**src/rtl/tt09_sat_counter.sv**
```systemverilog
// Saturating up-counter with synchronous clear; clear wins over increment.
module tt09_sat_counter #(
  parameter int unsigned WIDTH = 8
) (
  input  logic             clk,
  input  logic             rst_n,
  input  logic             inc,
  input  logic             clr,
  output logic [WIDTH-1:0] count
);

  logic [WIDTH-1:0] r_count;
  logic [WIDTH-1:0] w_count_d;

  always_comb begin
    w_count_d = r_count;
    if (clr) begin
      w_count_d = '0;
    end else if (inc && (r_count != '1)) begin
      w_count_d = r_count + WIDTH'(1);
    end
  end

  always_ff @(posedge clk) begin
    if (!rst_n) begin
      r_count <= '0;
    end else begin
      r_count <= w_count_d;
    end
  end

  assign count = r_count;

endmodule

```
**config.mk**
```make
export PLATFORM = sky130hd
export DESIGN_NAME = tt09_sat_counter
export DESIGN_NICKNAME = d
export VERILOG_FILES = /design/src/rtl/tt09_sat_counter.sv
export SDC_FILE = /design/constraint.sdc
export NUM_CORES = 1
export LEC_CHECK = 0
export BUFFER_PORTS_ARGS = -buffer_cell sky130_fd_sc_hd__buf_2
export CELL_PAD_IN_SITES_DETAIL_PLACEMENT = 0
export CELL_PAD_IN_SITES_GLOBAL_PLACEMENT = 2
export CORE_UTILIZATION = 29
export CTS_CLUSTER_DIAMETER = 150
export DETAILED_ROUTE_END_ITERATION = 7
export MAX_ROUTING_LAYER = met4
export PLACE_DENSITY_LB_ADDON = 0.2
export SYNTH_ARGS = -nofsm -noshare
export SYNTH_HDL_FRONTEND = slang
export SYNTH_SLANG_ARGS = --single-unit
export TNS_END_PERCENT = 5
```
**constraint.sdc**
```tcl
create_clock -name clk -period 3.1 [get_ports clk]
set_clock_uncertainty 0.15 [all_clocks]
set_input_delay 0.465 -clock clk [delete_from_list [all_inputs] [get_ports clk]]
set_output_delay 0.465 -clock clk [all_outputs]
set_load 0.005 [all_outputs]
```
-- Yosys cells after proc, flatten, opt, wreduce, memory -nomap -nowiden
Index checks and enable logic that the tools add are counted.
- register bits after elaboration: 8
- input bits: 4
- logic and storage cells: 6
- $add $sub $neg: 1
- equality and inequality tests: 1
- bitwise logic cells: 1
- reductions and logical operators: 2
- operator list (kind ; count):
    $add 8x1->8 const B ; 1
    $ne 8x8->1 const B ; 1
    $reduce_or 2->1 ; 1
    $logic_and 1x1->1 ; 1
    $not 1->1 ; 1

-- Logic depth before layout (Yosys ltp)
Gate-level depths: netlist of run 1.
- depth after elaboration: 2
- mapped depth: 4
- depth with buffers taken out: 4

-- Worst setup path after synthesis of run 1
Ideal clock, no wire load.
- path type: register to register
- start: register r_count[0], in the netlist count[0]
- end: register r_count[5], in the netlist count[5]
- setup time: 0.072 ns
- data arrival time: 1.182 ns
- setup slack: 1.696 ns
- stages on the path, launching flop included: 5
- path buffers: 0
- path through: dfxtp_1 -> ha_1 -> and4_4 -> a211oi_2 -> mux2i_1
- longest elaborated chain between the ends: 2
- ends and longest elaborated chain (element ; line ; source):
    start, declared ; 12 ; logic [WIDTH-1:0] r_count;
    start signal, assigned ; 28 ; r_count <= w_count_d;
    branches (longest 2 deep; another with $add 8x1->8) ; n/a ;
Parallel ways; which one is timed is not known.
A chain may end at the register's enable or synchronous reset.

-- Worst setup path after layout of run 1
- start: register r_count[4], in the netlist count[4]
- end: output count[4]
- RTL lines (element ; line ; source):
    end, declared ; 9 ; output logic [WIDTH-1:0] count
No word-level cell between the ends.

==> results of run 1 <==
[report_power, final]
| part | internal [mW] | leakage, nW | switching (mW) |
|---|---|---|---|
| combinational | 0.00488 | 0.145 | 0.00532 |
| sequential | 0.104 | 0.0646 | 0.00110 |
| clock | 0.0443 | 0.0138 | 0.0353 |
| total | 0.153 | 0.224 | 0.0417 |
[logic make-up (layout without fill, tap and decap cells)]
group	Yosys count	count (layout)	share of synthesized area
adders and majority gates	1	1	0.0297
and+or+nand+nor	22	22	0.329
AOI/OAI and AO/OA	12	12	0.190
DFF	8	8	0.380
buffers and inverters	0	14	0
muxes	3	3	0.0712
[area by class of cell]
cell class              count  share of cell area
repair buffers             11               0.106
flip-flops and latches      8               0.309
clock buffers               3              0.0435
well taps                  15              0.0362
multi-input cells          38               0.505
[per-layer routing]
metal  vias to the layer above  GRT usage  part of all wire
met5                         -          -                 0
met4                         0     0.0517            0.0090
met3                         2      0.100             0.064
met2                         8      0.230              0.44
met1                       186      0.168              0.48
li1                        210          -                 -
[cell usage in the layout, fill, tap and decap left out, types with 2 or more instances in the layout]
cell type  instances
and4_1             4
a31oi_1            2
nor2b_1            3
clkbuf_4           3
buf_2             11
nand2_1            5
nor3_1             2
mux2i_1            3
a21oi_1            5
nand2b_1           3
o21ai_0            2
dfxtp_1            8
[worst max-delay path by stage]
stage | startpoint | endpoint | depth (start not counted)
finish | count[4] | count[4] | 1
global route | count[4] | count[4] | 1
CTS | count[4] | count[4] | 1
detailed placement | rst_n | count[4] | 4
global placement | rst_n | count[3] | 4
floorplan | count[0] | count[5] | 4
[metrics by stage]
stage          hold WS [ns]  instance area (um2)  total power [mW]  worst slack [ns]
2_1_floorplan         0.338                  422             0.113              1.70
3_3_place_gp          0.349                  495             0.118              1.59
3_5_place_dp          0.355                  495             0.117              1.57
4_1_cts               0.362                  518             0.200              1.58
5_1_grt               0.399                  518             0.210              1.52
6_report              0.360                  518             0.195              1.60
==> flow_summary_export.csv, run 1 <==
group,metric,value,unit
status,outcome,"completed",
sta,hold_viol,0,
clock_tree,clock_path_buffers,2,
drt,drcViolationCount,0,
drt,via_count,406,
clock_tree,clkTransAtPathRegs,0.06,ns
synth,yosysTopAreaCellShare,0.380,
synth,syn_area,422,um2
synth,ys_types,19,
global_routing,grt_pass1_vias,340,
clock_tree,root_buffer,"clkbuf_4",
global_routing,grt_max_degree,10,
synth,synth-seq-cells,8,
setup_path,slowest_delay,0.47,ns
setup_path,arrival,0.89,ns
setup_path,path_cells,"buf_2",
finish,final_layout_size_suffix_gt1_frac,0.300,
sta,max_freq,666,MHz
synth,synth_warnings,0,
finish,diodes,0,
floorplanning,die_h,40.1,um
drt,via_per_inst,5.41,
clock_tree,cts_tree,"done",
power,leakagePower,0.224,nW
clock_tree,cts_buffers,3,
finish,multiInputGateArea,262,um2
floorplanning,rows,13,
drt,wire_per_inst,11.9,um
synth,syn_avg_cell_area,9.17,um2
finish,nets,67,
sta,rsz0062_at_grt,"false",
placed_design,port_buffers,11,
finish,fill_cells,146,
clock_tree,cts.sinks,8,
global_routing,overflow,0,
finish,seqCellArea,160,um2
setup_path,cp.required,2.48,ns
sta,slew_headroom,0.648,
floorplanning,coreArea,1330,um2
global_routing,antenna_found_initial,0,
drt,wl,891,um
synth,synthCells,46,
global_routing,grt_first_pass_wirelength,1500,um
placed_design,gp_congestion,0.652,
synth,synth_top_cells_by_count,"8 x dfxtp_1, 5 x a21oi_1, 5 x nand2_1",
finish,largest_reg_flops,8,
sta,fin_tns_setup,0,ns
power,power.density,376,nW/um2
synth,synth_ff_type,"dfxtp_1",
synth,synth_most_common_cell,"dfxtp_1",
clock_tree,cts_resized,0,
hold_path,min_path_cells,2,
clock_tree,clkLatencyLatePin,0.25,ns
setup_path,reg2reg_from,"count[0]",
setup_path,critPathKind,"reg -> out",
clock_tree,hold_buffers,0,
synth,async_reset_ff_frac,0,
setup_path,cpLargestDelayFamily,"flip-flops",
floorplanning,die_x,40.1,um
setup_path,end_kind,"primary output",
hold_path,min_from,"count[1]",
floorplanning,ios,12,
finish,final_core_util,0.388,
clock_tree,cts_max_level,1,
setup_path,worst-path-buf-inv,1,
drt,final_antenna_net_count,0,
setup_path,worst_setup_path_start_kind,"flip-flop",
flow_run,maxCapViolCount,0,
synth,ys_seq_area_frac,0.380,
floorplanning,start_util,0.316,
hold_path,worstHoldEndpoint,"count[1]",
sta,worst_slew_pin_slew,0.527,ns
synth,synth_nets,51,
setup_path,cp_max_fo,9,
sta,fin_crit,1.50,ns
hold_path,hp-class,"reg -> reg",
drt,drt-initial-drc-count,7,
synth,synth_edf_count,0,
setup_path,reg2reg_depth,4,
synth,netlist_top_cells_area,"dfxtp_1 38%, and4_1 8.3%, mux2i_1 7.1%",
finish,instances_no_fill,75,
sta,finalCritPeriodShare,0.485,
setup_path,reg2reg_to,"count[5]",
setup_path,crit_slowest_cell,"dfxtp_1",
setup_path,r2r_setup_slack,1.62,ns
global_routing,grt.total_usage,0.156,
sta,slew_violations,0,
floorplanning,die_area,1610,um2
power,ir_drop,0.262,mV
placed_design,dpl.cell_count,72,
drt,first_pass_iters,3,
synth,synth_top_area_cell,"dfxtp_1",
sta,setup_violations,0,
finish,syn_to_final_growth,22.8,%
clock_tree,cts_setup_buffers,0,
Note: power is estimated with default switching activity, not from simulation.
==> run 2, diff against run 1 <==
--- a/config.mk
+++ b/config.mk
@@ -8,7 +8,7 @@
 export BUFFER_PORTS_ARGS = -buffer_cell sky130_fd_sc_hd__buf_2
 export CELL_PAD_IN_SITES_DETAIL_PLACEMENT = 0
 export CELL_PAD_IN_SITES_GLOBAL_PLACEMENT = 2
-export CORE_UTILIZATION = 29
+export CORE_UTILIZATION = 27
 export CTS_CLUSTER_DIAMETER = 150
 export DETAILED_ROUTE_END_ITERATION = 7
 export MAX_ROUTING_LAYER = met4
==> constraint.sdc (replaced) <==
create_clock -name clk -period 1.5 [get_ports clk]
set_clock_uncertainty 0.15 [all_clocks]
set_input_delay 0.225 -clock clk [delete_from_list [all_inputs] [get_ports clk]]
set_output_delay 0.225 -clock clk [all_outputs]
set_load 0.005 [all_outputs]
==> run 2 against run 1 <==
Final area is 4.8% higher. Die area grew 7.0%. Power up 110%. Register-to-register slack got worse by 1.5 ns. First-iteration DRC count is 14% higher. Critical endpoint is now count[7].
==> flow_summary_export.csv, run 2 (synthesized netlist as in run 1, its figures left out) <==
group,metric,value,unit
sta,rsz0062_at_grt,"false",
sta,slew_violations,0,
finish,final_common_cell,"buf_2",
drt,final_antenna_net_count,0,
sta,fin_tns_setup,0,ns
setup_path,arrival,1.43,ns
power,ir_drop,0.357,mV
floorplanning,rows,13,
global_routing,grt_pass1_vias,350,
floorplanning,start_util,0.305,
global_routing,antenna_found_initial,0,
placed_design,hpwl,708,um
setup_path,end_kind,"flip-flop",
global_routing,overflow,0,
flow_run,maxCapViolCount,0,
clock_tree,clkTransAtPathRegs,0.06,ns
setup_path,reg2reg_depth,4,
setup_path,cp.required,1.52,ns
finish,instances_no_fill,78,
finish,diodes,0,
setup_path,critPathKind,"reg -> reg",
global_routing,grt.total_usage,0.130,
floorplanning,die_area,1720,um2
finish,final_layout_size_suffix_gt1_frac,0.349,
global_routing,grt_first_pass_wirelength,1590,um
status,outcome,"completed",
global_routing,grt_max_degree,9,
drt,via_per_inst,5.23,
drt,wire_per_inst,12.2,um
floorplanning,coreArea,1380,um2
sta,hold_viol,0,
sta,setup_violations,0,
floorplanning,die_x,41.5,um
drt,drt-initial-drc-count,8,
hold_path,hp-class,"in -> reg",
floorplanning,die_h,41.5,um
setup_path,cp_max_fo,5,
drt,via_count,408,
sta,slew_headroom,0.843,
sta,max_freq,711,MHz
floorplanning,ios,12,
drt,wl,951,um
finish,final_area,543,um2
finish,most-common-layout-cells,"11 x buf_2, 8 x dfxtp_1, 5 x a21oi_1, 5 x nand2_1, 4 x and4_1",
drt,drcViolationCount,0,
sta,fin_crit,1.41,ns
finish,seqCellArea,160,um2
clock_tree,cts_max_level,1,
clock_tree,cts_setup_buffers,0,
placed_design,dpl.cell_count,75,
clock_tree,cts_buffers,3,
clock_tree,clock_path_buffers,2,
placed_design,placed_area,518,um2
clock_tree,root_buffer,"clkbuf_4",
hold_path,min_path_cells,3,
clock_tree,cts_tree,"done",
placed_design,port_buffers,11,
placed_design,gp_congestion,0.799,
power,leakagePower,0.237,nW
power,power.density,763,nW/um2
drt,first_pass_iters,2,
clock_tree,hold_buffers,0,
setup_path,worst_setup_path_start_kind,"flip-flop",
finish,syn_to_final_growth,28.8,%
finish,multiInputGateArea,264,um2
finish,nets,70,
clock_tree,clkLatencyLatePin,0.26,ns
finish,largest_reg_flops,8,
clock_tree,cts.sinks,8,
sta,finalCritPeriodShare,0.938,
sta,worst_slew_pin_slew,0.235,ns
clock_tree,cts_resized,0,
finish,fill_cells,147,
[run 2: cell types whose count changed in the layout (fill, tap and decap cells not counted)]
cell and delta:
buf_4 +3, ha_1 -1, ha_2 +1
[run 2: critical path, stage by stage (launching register included)]
cell and delay, ns:
dfxtp_1 0.39, ha_2 0.23, and4_4 0.27, nor2b_2 0.05
a311oi_1 0.23
[run 2: metrics by stage]
| step | utilization | hold slack [ns] | power (mW) | setup WS, ns |
|---|---|---|---|---|
| global route | 0.393 | 0.162 | 0.436 | 0.0278 |
| global placement | 0.375 | 0.343 | 0.248 | 0.0928 |
| CTS | 0.391 | 0.148 | 0.422 | 0.0632 |
| floorplan | - | 0.258 | 0.233 | 0.0960 |
| finish | 0.393 | 0.148 | 0.414 | 0.0931 |
| detailed placement | 0.375 | 0.352 | 0.247 | 0.0768 |
[run 2: power breakdown]
part	leakage (nW)	internal, mW	total (mW)	switching, mW
logic	0.158	0.0135	0.0268	0.0133
registers	0.0646	0.214	0.216	0.00135
clock network	0.0138	0.0920	0.172	0.0798
[run 2: final cells by class]
type / instances / area share
flip-flops and latches: 8 / 0.295
multi-input cells: 38 / 0.486
clock buffers: 3 / 0.0415
well taps: 15 / 0.0346
repair buffers: 14 / 0.143
[run 2: final timing paths]
check	start	to	slack (ns)
worst max register to register	count[1]	count[7]	0.09
worst min register to register	count[1]	count[1]	0.36
worst min-delay path	rst_n	count[7]	0.15
worst max-delay path	count[1]	count[7]	0.09
[run 2: per-layer routing]
layer,track usage,up-vias,wire length [um]
met3,0.0826,0,64
met1,0.165,188,477
met2,0.169,10,409
met5,-,-,0
li1,-,210,-
met4,0.0387,0,0
==> run 3, diff against run 2 <==
--- a/config.mk
+++ b/config.mk
@@ -12,7 +12,7 @@
 export CTS_CLUSTER_DIAMETER = 150
 export DETAILED_ROUTE_END_ITERATION = 7
 export MAX_ROUTING_LAYER = met4
-export PLACE_DENSITY_LB_ADDON = 0.2
+export PLACE_DENSITY = 0.71
 export SYNTH_ARGS = -nofsm -noshare
 export SYNTH_HDL_FRONTEND = slang
 export SYNTH_SLANG_ARGS = --single-unit
==> run 3 against run 2 <==
Wire length decreased by 3.6%. First-iteration DRC count fell by 13%. Critical path type unchanged. Non-clock buffer count unchanged. Critical endpoint is now count[5]. Via count down 0.25%.
==> flow_summary_export.csv, run 3 (synthesized netlist as in run 1, its figures left out) <==
group,metric,value,unit
clock_tree,cts.sinks,8,
clock_tree,clkTransAtPathRegs,0.06,ns
finish,fill_cells,145,
flow_run,maxCapViolCount,0,
finish,final_common_cell,"buf_2",
drt,via_count,407,
sta,setup_violations,0,
setup_path,startpoint,"count[1]",
placed_design,port_buffers,11,
floorplanning,die_h,41.5,um
global_routing,grt_first_pass_wirelength,1640,um
finish,most-common-layout-cells,"11 x buf_2, 8 x dfxtp_1, 5 x a21oi_1, 5 x nand2_1, 4 x and4_1",
drt,drt-initial-drc-count,7,
sta,worst_slew_pin_slew,0.238,ns
power,ir_drop,0.266,mV
global_routing,overflow,0,
power,power.density,752,nW/um2
setup_path,arrival,1.45,ns
setup_path,end_kind,"flip-flop",
finish,largest_reg_flops,8,
finish,diodes,0,
sta,slew_headroom,0.841,
setup_path,critPathKind,"reg -> reg",
global_routing,grt_pass1_vias,368,
placed_design,post-place-ws,0.0648,ns
global_routing,grt_max_degree,9,
drt,via_per_inst,5.22,
global_routing,antenna_found_initial,0,
drt,wire_per_inst,11.8,um
setup_path,reg2reg_from,"count[1]",
floorplanning,rows,13,
sta,worst_slack,0.0782,ns
clock_tree,cts_setup_buffers,0,
floorplanning,start_util,0.305,
floorplanning,die_x,41.5,um
setup_path,worst_setup_path_start_kind,"flip-flop",
setup_path,critPathCapture,"count[5]",
finish,syn_to_final_growth,28.8,%
setup_path,cp_max_fo,5,
floorplanning,coreArea,1380,um2
clock_tree,root_buffer,"clkbuf_4",
placed_design,hpwl,698,um
sta,fin_crit,1.42,ns
sta,finalCritPeriodShare,0.948,
clock_tree,clkLatencyLatePin,0.25,ns
placed_design,placed_area,518,um2
setup_path,reg2reg_depth,4,
setup_path,r2r_setup_slack,0.08,ns
clock_tree,clock_path_buffers,2,
sta,hold_viol,0,
clock_tree,cts_tree,"done",
sta,slew_violations,0,
setup_path,cp.required,1.53,ns
placed_design,gp_congestion,0.693,
drt,first_pass_iters,4,
finish,final_area,543,um2
finish,final_layout_size_suffix_gt1_frac,0.349,
hold_path,hp-class,"in -> reg",
drt,final_antenna_net_count,0,
clock_tree,cts_buffers,3,
setup_path,reg2reg_to,"count[5]",
status,outcome,"completed",
floorplanning,die_area,1720,um2
finish,nets,70,
global_routing,grt.total_usage,0.129,
clock_tree,cts_max_level,1,
drt,wl,917,um
sta,max_freq,703,MHz
power,p_total,0.409,mW
power,leakagePower,0.237,nW
drt,drcViolationCount,0,
floorplanning,ios,12,
[run 3: power breakdown]
part / total [mW] / switching (mW) / internal, mW
registers: 0.216 / 0.00122 / 0.214
logic: 0.0263 / 0.0128 / 0.0135
clock network: 0.167 / 0.0749 / 0.0917
[run 3: layout make-up]
| cell class | count | area, um2 | share of cell area |
|---|---|---|---|
| Timing Repair Buffer | 14 | 77.6 | 0.143 |
| Clock buffer | 3 | 22.5 | 0.0415 |
| Sequential cell | 8 | 160 | 0.295 |
| Tap cell | 15 | 18.8 | 0.0346 |
| Multi-Input combinational cell | 38 | 264 | 0.486 |
[run 3: how the worst min path moves through the flow]
stage,start,endpoint,slack [ns],cells after the start
finish,rst_n,count[7],0.14,3
global route,rst_n,count[7],0.16,3
CTS,rst_n,count[7],0.14,3
detailed placement,count[1],count[1],0.34,2
global placement,count[1],count[1],0.34,2
floorplan,rst_n,count[7],0.26,2
[run 3: metrics by stage]
| step | setup TNS, ns | instances | hold WS (ns) | utilization |
|---|---|---|---|---|
| finish | 0 | 78 | 0.143 | 0.393 |
| global route | -0.000394 | 78 | 0.159 | 0.393 |
| CTS | 0 | 78 | 0.137 | 0.391 |
| detailed placement | 0 | 75 | 0.343 | 0.375 |
| global placement | 0 | 75 | 0.343 | 0.375 |
| floorplan | 0 | 46 | 0.258 | - |
[run 3: routing by layer]
layer,part of all wire,up-vias,GRT usage
met3,0.037,0,0.0391
met5,0,-,-
met1,0.51,187,0.171
li1,-,214,-
met4,0,0,0.0774
met2,0.45,6,0.169
[run 3: timing repair]
item,4_1_cts,5_1_grt
endpoints found under the hold margin,0,0
setup endpoints to repair,0,2
hold buffers,0,0
gates resized for setup,0,1
[run 3: worst max-delay path, stage by stage, from the launching register on]
cell and delay (ns):
dfxtp_1 0.34, ha_2 0.20, and4_4 0.21, a211oi_2 0.23, mux2i_1 0.20
